<file path="config.mk">
export PLATFORM = sky130hd
export DESIGN_NAME = frame_lookup_ctrl
export DESIGN_NICKNAME = d
export VERILOG_FILES = /design/src/rtl/frame_lookup_ctrl.sv
export SDC_FILE = /design/constraint.sdc
export NUM_CORES = 1
export LEC_CHECK = 0
export CAP_MARGIN = 20
export CORE_MARGIN = 2
export CORE_UTILIZATION = 52
export DETAILED_ROUTE_END_ITERATION = 6
export PLACE_DENSITY = 0.85
export SYNTH_ARGS = -nofsm -noshare
export SYNTH_HDL_FRONTEND = slang
export SYNTH_SLANG_ARGS = --single-unit
</file>
<file path="constraint.sdc">
create_clock -name clk -period 7.42 [get_ports clk]
set_input_delay 1.484 -clock clk [delete_from_list [all_inputs] [get_ports clk]]
set_output_delay 1.484 -clock clk [all_outputs]
set_load 0.05 [all_outputs]
</file>
<file path="src/rtl/frame_lookup_ctrl.sv">
// -----------------------------------------------------------------------------
// frame_lookup_ctrl
//   Ingress-side controller in front of the MAC address table. It parses the
//   destination and source MAC from one port's byte stream, issues one learn
//   request and one lookup request per frame, and turns the table answer into
//   a unicast / flood / drop decision handed to the egress scheduler.
//
// Ports:
//   clk, rst             clock (rising edge), asynchronous active-high reset
//   port_id_i            static ingress port number
//   rx_data_i/valid/last ingress byte stream; rx_ready_o accepts a byte
//   learn_req_o          one-cycle learn strobe with learn_address_o (src MAC)
//                        and learn_port_o (ingress port)
//   read_req_o           one-cycle lookup strobe with read_address_o (dst MAC)
//   read_port_i/valid_i  table result, valid one cycle after read_req_o
//   fwd_valid_o/ready_i  decision handshake; fwd_mask_o egress mask,
//                        fwd_drop_o frame discarded
//
// Build option:
//   FRAME_LOOKUP_STATS_EN  adds 16-bit saturating counters stat_frames_o,
//                          stat_flood_o, stat_drop_o and stat_runt_o.
// -----------------------------------------------------------------------------
module frame_lookup_ctrl #(
  parameter int NUM_PORTS = 4
) (
  input  logic                         clk,
  input  logic                         rst,
  input  logic [$clog2(NUM_PORTS)-1:0] port_id_i,
  input  logic [7:0]                   rx_data_i,
  input  logic                         rx_valid_i,
  input  logic                         rx_last_i,
  output logic                         rx_ready_o,
  output logic                         learn_req_o,
  output logic [47:0]                  learn_address_o,
  output logic [$clog2(NUM_PORTS)-1:0] learn_port_o,
  output logic                         read_req_o,
  output logic [47:0]                  read_address_o,
  input  logic [$clog2(NUM_PORTS)-1:0] read_port_i,
  input  logic                         read_port_valid_i,
  output logic                         fwd_valid_o,
  input  logic                         fwd_ready_i,
  output logic [NUM_PORTS-1:0]         fwd_mask_o,
  output logic                         fwd_drop_o
`ifdef FRAME_LOOKUP_STATS_EN
  ,
  output logic [15:0]                  stat_frames_o,
  output logic [15:0]                  stat_flood_o,
  output logic [15:0]                  stat_drop_o,
  output logic [15:0]                  stat_runt_o
`endif
);

  localparam int PW = $clog2(NUM_PORTS);

  localparam logic [2:0] ST_HDR    = 3'd0;
  localparam logic [2:0] ST_LOOKUP = 3'd1;
  localparam logic [2:0] ST_RESP   = 3'd2;
  localparam logic [2:0] ST_OUT    = 3'd3;
  localparam logic [2:0] ST_DRAIN  = 3'd4;

  localparam logic [NUM_PORTS-1:0] ONE_HOT0 = {{(NUM_PORTS-1){1'b0}}, 1'b1};

  logic [2:0]           state_q, state_d;
  logic [3:0]           cnt_q, cnt_d;
  logic [47:0]          dst_q, dst_d;
  logic [47:0]          src_q, src_d;
  logic                 saw_last_q, saw_last_d;
  logic                 rx_ready_q, rx_ready_d;
  logic                 learn_req_q, learn_req_d;
  logic                 read_req_q, read_req_d;
  logic [PW-1:0]        learn_port_q, learn_port_d;
  logic                 fwd_valid_q, fwd_valid_d;
  logic [NUM_PORTS-1:0] fwd_mask_q, fwd_mask_d;
  logic                 fwd_drop_q, fwd_drop_d;
  logic                 accept_s;
  logic                 runt_s;
  logic                 handshake_s;

  assign accept_s    = rx_valid_i && rx_ready_q;
  assign handshake_s = (state_q == ST_OUT) && fwd_valid_q && fwd_ready_i;
  assign runt_s      = (state_q == ST_HDR) && accept_s && rx_last_i && (cnt_q < 4'd11);

  // Next-state, header capture and decision logic; every output is registered.
  always_comb begin
    state_d      = state_q;
    cnt_d        = cnt_q;
    dst_d        = dst_q;
    src_d        = src_q;
    saw_last_d   = saw_last_q;
    rx_ready_d   = rx_ready_q;
    learn_req_d  = 1'b0;
    read_req_d   = 1'b0;
    learn_port_d = port_id_i;
    fwd_valid_d  = fwd_valid_q;
    fwd_mask_d   = fwd_mask_q;
    fwd_drop_d   = fwd_drop_q;
    case (state_q)
      ST_HDR: begin
        rx_ready_d = 1'b1;
        if (accept_s) begin
          if (cnt_q < 4'd6) begin
            dst_d = {dst_q[39:0], rx_data_i};
          end else begin
            src_d = {src_q[39:0], rx_data_i};
          end
          if (cnt_q == 4'd11) begin
            // Header complete: strobes appear in the LOOKUP cycle. Bit 40 is
            // the group bit (LSB of the first MAC byte); group addresses are
            // neither learned nor looked up.
            state_d     = ST_LOOKUP;
            cnt_d       = 4'd0;
            saw_last_d  = rx_last_i;
            rx_ready_d  = 1'b0;
            learn_req_d = ~src_d[40];
            read_req_d  = ~dst_q[40];
          end else if (rx_last_i) begin
            cnt_d = 4'd0;  // runt: discard silently
          end else begin
            cnt_d = cnt_q + 4'd1;
          end
        end else begin
          cnt_d = cnt_q;
        end
      end
      ST_LOOKUP: begin
        rx_ready_d = 1'b0;
        state_d    = ST_RESP;
      end
      ST_RESP: begin
        rx_ready_d  = 1'b0;
        fwd_valid_d = 1'b1;
        state_d     = ST_OUT;
        if (dst_q[40] || !read_port_valid_i) begin
          fwd_mask_d = ~(ONE_HOT0 << port_id_i);
          fwd_drop_d = 1'b0;
        end else if (read_port_i == port_id_i) begin
          fwd_mask_d = {NUM_PORTS{1'b0}};
          fwd_drop_d = 1'b1;
        end else begin
          fwd_mask_d = ONE_HOT0 << read_port_i;
          fwd_drop_d = 1'b0;
        end
      end
      ST_OUT: begin
        if (handshake_s) begin
          fwd_valid_d = 1'b0;
          fwd_mask_d  = {NUM_PORTS{1'b0}};
          fwd_drop_d  = 1'b0;
          rx_ready_d  = 1'b1;
          state_d     = saw_last_q ? ST_HDR : ST_DRAIN;
        end else begin
          rx_ready_d = 1'b0;
        end
      end
      ST_DRAIN: begin
        rx_ready_d = 1'b1;
        if (accept_s && rx_last_i) begin
          state_d = ST_HDR;
          cnt_d   = 4'd0;
        end else begin
          state_d = ST_DRAIN;
        end
      end
      default: begin
        state_d     = ST_HDR;
        cnt_d       = 4'd0;
        rx_ready_d  = 1'b1;
        fwd_valid_d = 1'b0;
        fwd_mask_d  = {NUM_PORTS{1'b0}};
        fwd_drop_d  = 1'b0;
      end
    endcase
  end

  // State and output registers.
  always_ff @(posedge clk or posedge rst) begin
    if (rst) begin
      state_q      <= ST_HDR;
      cnt_q        <= 4'd0;
      dst_q        <= 48'd0;
      src_q        <= 48'd0;
      saw_last_q   <= 1'b0;
      rx_ready_q   <= 1'b0;
      learn_req_q  <= 1'b0;
      read_req_q   <= 1'b0;
      learn_port_q <= {PW{1'b0}};
      fwd_valid_q  <= 1'b0;
      fwd_mask_q   <= {NUM_PORTS{1'b0}};
      fwd_drop_q   <= 1'b0;
    end else begin
      state_q      <= state_d;
      cnt_q        <= cnt_d;
      dst_q        <= dst_d;
      src_q        <= src_d;
      saw_last_q   <= saw_last_d;
      rx_ready_q   <= rx_ready_d;
      learn_req_q  <= learn_req_d;
      read_req_q   <= read_req_d;
      learn_port_q <= learn_port_d;
      fwd_valid_q  <= fwd_valid_d;
      fwd_mask_q   <= fwd_mask_d;
      fwd_drop_q   <= fwd_drop_d;
    end
  end

  assign rx_ready_o      = rx_ready_q;
  assign learn_req_o     = learn_req_q;
  assign learn_address_o = src_q;
  assign learn_port_o    = learn_port_q;
  assign read_req_o      = read_req_q;
  assign read_address_o  = dst_q;
  assign fwd_valid_o     = fwd_valid_q;
  assign fwd_mask_o      = fwd_mask_q;
  assign fwd_drop_o      = fwd_drop_q;

`ifdef FRAME_LOOKUP_STATS_EN
  logic        flood_q, flood_d;
  logic [15:0] frames_q, flood_cnt_q, drop_cnt_q, runt_cnt_q;

  function automatic logic [15:0] sat_inc(input logic [15:0] v);
    return (v == 16'hFFFF) ? v : v + 16'd1;
  endfunction

  // Remember whether the pending decision is a flood.
  always_comb begin
    if (state_q == ST_RESP) begin
      flood_d = dst_q[40] || !read_port_valid_i;
    end else begin
      flood_d = flood_q;
    end
  end

  // Saturating decision and runt counters.
  always_ff @(posedge clk or posedge rst) begin
    if (rst) begin
      flood_q     <= 1'b0;
      frames_q    <= 16'd0;
      flood_cnt_q <= 16'd0;
      drop_cnt_q  <= 16'd0;
      runt_cnt_q  <= 16'd0;
    end else begin
      flood_q <= flood_d;
      if (handshake_s) begin
        frames_q <= sat_inc(frames_q);
        if (flood_q)    flood_cnt_q <= sat_inc(flood_cnt_q);
        if (fwd_drop_q) drop_cnt_q  <= sat_inc(drop_cnt_q);
      end
      if (runt_s) runt_cnt_q <= sat_inc(runt_cnt_q);
    end
  end

  assign stat_frames_o = frames_q;
  assign stat_flood_o  = flood_cnt_q;
  assign stat_drop_o   = drop_cnt_q;
  assign stat_runt_o   = runt_cnt_q;
`else
  logic unused_runt_s;
  assign unused_runt_s = runt_s;
`endif

endmodule

</file>
==> flow_summary_export.csv <==
group,metric,value,unit
place,dp_cells,516,
synth,async_flop_share,100.0,%
synth,syn-cell-area,4574,um2
clock_network,cts_buffers,17,
worst_setup_path,critical_path_arrival,1740,ps
route,vias,2934,
clock_network,clock_path_buffers,2,
power,pwr-share-clk,35.9,%
grt,overflow,0,
synth,synth_edf_count,0,
timing,tns,0,ps
worst_setup_path,crit_slowest_cell,"clkdlybuf4s50_1",
die,die_x,97.79,um
timing,worst_slew_pin_slew,791.1,ps
worst_setup_path,crit_chain,"clkdlybuf4s50_1",
timing,period_share,43.39,%
finish,n_antenna_cell,0,
power,p_per_area,355.5,nW/um2
timing,slew_viol_final,0,
power,total_power,2.312,mW
clock_network,cts_setup_buffers,0,
place,portBuffers,124,
timing,fin_crit,3219,ps
synth,synth-seq-cells,115,
route,ant_nets,0,
grt,grt.total_usage,21.13,%
timing,hold_violations,0,
power,pwr-share-seq,35.1,%
die,die_y,97.79,um
synth,seq_area_frac_synth,62.91,%
clock_network,htree_levels,4,
synth,yosysWarnings,0,
synth,syn_avg_cell_area,15.61,um2
clock_network,cts_resized,0,
synth,synth_ff_type,"dfrtp_1",
worst_setup_path,cp_num_buf_inv,1,
place,dp.final_hpwl,6385,um
route,drc,0,
finish,finalNonFillerCells,548,
power,power_switching,792.9,uW
die,core_area,8636,um2
timing,setup_ws,4201,ps
route,avgViaCountPerCell,5.354,
power,ir_worst_vdd,0.0002799,V
run_status,status,"complete, no violations",
grt,grt_max_degree,83,
die,rows,34,
clock_network,clock-sinks,115,
finish,nets,447,
die,die_area,9563,um2
worst_setup_path,critical_path.top_delay_family,"buffers and inverters",
grt,grt_pass1_wl,15910,um
clock_network,tritoncts,"yes",
power,power.share.switching,34.30,%
die,start_util,52.97,%
timing,timing.hold.ws,482.1,ps
timing,clock_skew,14.53,ps
clock_network,cts_root_buffer,"clkbuf_8",
timing,maxSlewHeadroom,47.15,%
clock_network,postCtsHoldBufs,0,
route,first_iter_violations,102,
finish,synthToLayoutAreaGrowth,42.18,%
finish,final_common_cell,"clkdlybuf4s50_1",
power,leakage,3.051,nW
die,ios,125,
route,first_pass_iters,4,
grt,grt_pass1_vias,3066,
timing,rsz0062_at_grt,"no",
run,maxCapViolCount,0,
route,drt-total-wl,9588,um
worst_setup_path,max_stage_delay,830,ps
place,gp_congestion,0.7709,
synth,syn_nets,312,
worst_setup_path,end_kind,"primary output",
route,avgRoutedWirePerCell,17.50,um
timing,setup_viol,0,
worst_hold_path,hold_class,"reg2reg",
synth,synthCells,293,
finish,final_layout_size_suffix_gt1_share,22.95,%
clock_network,clk_pin_slew,50,ps
power,internal_power,1.519,mW
synth,synth_cell_types,41,
worst_setup_path,required,5940,ps
worst_setup_path,path_max_fanout,5,
timing,max_freq,0.3106,GHz
worst_setup_path,path_class,"reg2out",
clock_network,worstSkewPairLatency,490,ps
grt,antenna_found_initial,0,
finish,final_cell_mix,"clkdlybuf4s50_1, dfrtp_1, mux2_2",
place,pre_cts_slack,3851,ps
worst_setup_path,start_kind,"flip-flop",
power,p_comb_share,29.0,%
==> synth_stat cells, drive strengths merged, types with 2 or more instances <==
master,number,area [um2]
a211oi,3,22.52
a21oi,3,15.01
a22oi,2,15.01
a32o,4,40.04
buf,11,108.9
dfrtp,115,2878
inv,5,18.77
mux2,97,1092
nand2,4,15.01
nand2b,2,12.51
nand3,5,25.02
nand4bb,2,22.52
nor2,5,18.77
nor2b,3,18.77
o21ai,5,25.02
o31ai,2,15.01
or2,2,15.02
or3b,2,17.52
or4,3,26.27
==> final timing paths <==
path | from | endpoint | slack (ps) | cells past startpoint
setup / recovery | fwd_valid_o | fwd_valid_o | 4200 | 1
hold / removal | read_address_o[47] | read_address_o[47] | 480 | 1
setup reg to reg | state_q[2] | read_address_o[1] | 5220 | 4
hold reg to reg | read_address_o[47] | read_address_o[47] | 480 | 1
max in group asynchronous | rst | learn_address_o[5] | 5160 | 4
min in group asynchronous | rst | read_address_o[37] | 1340 | 2
==> cell type report <==
class                           count  area, um2
Sequential cell                   115       2878
Timing Repair Buffer              128       1291
Multi-Input combinational cell    161       1565
Tap cell                          108      135.1
Clock inverter                     13      185.2
Inverter                            5      21.27
Clock buffer                       18      427.9
Fill cell                         541       2132
==> flip-flops by register name (all words and copies together), names as in the netlist <==
name             cells
read_req_o           1
read_address_o      48
fwd_valid_o          1
fwd_mask_o           4
fwd_drop_o           1
learn_req_o          1
cnt_q                4
saw_last_q           1
state_q              3
rx_ready_o           1
learn_port_o         2
learn_address_o     48
==> logic make-up (layout without fill, tap and decap cells) <==
family          after synthesis  in the layout  synth area share [%]
flops                       115            115                 62.91
mux                          97             97                 23.88
simple gates                 37             37                 5.853
compound gates               24             24                 3.829
buf+inv                      17            164                 2.872
xor+xnor                      2              2                0.3830
fa+ha+maj                     1              1                0.2735
==> layer usage <==
layer  GRT usage, %  wire length [um]  share of wire, %
met5              0                 0                 0
met4          6.090                77              0.80
met3          8.089               704               7.3
met2          35.86              5124                53
met1          25.33              3683                38
==> power groups by stage <==
stage / Sequential (mW) / Clock [mW] / Combinational [mW]
5_1_grt: 0.828 / 0.878 / 0.703
6_report: 0.811 / 0.829 / 0.671
3_3_place_gp: 0.816 / 0 / 0.657
4_1_cts: 0.812 / 0.845 / 0.676
3_5_place_dp: 0.820 / 0 / 0.670
2_1_floorplan: 1.08 / 0 / 0.177
==> through the flow <==
step,utilization (%),instance area (um2)
CTS,74.99,6476
detailed placement,67.89,5863
finish,75.31,6504
global route,75.31,6504
global placement,67.89,5863
floorplan,-,4574
Note: power is estimated with default switching activity, not from simulation.
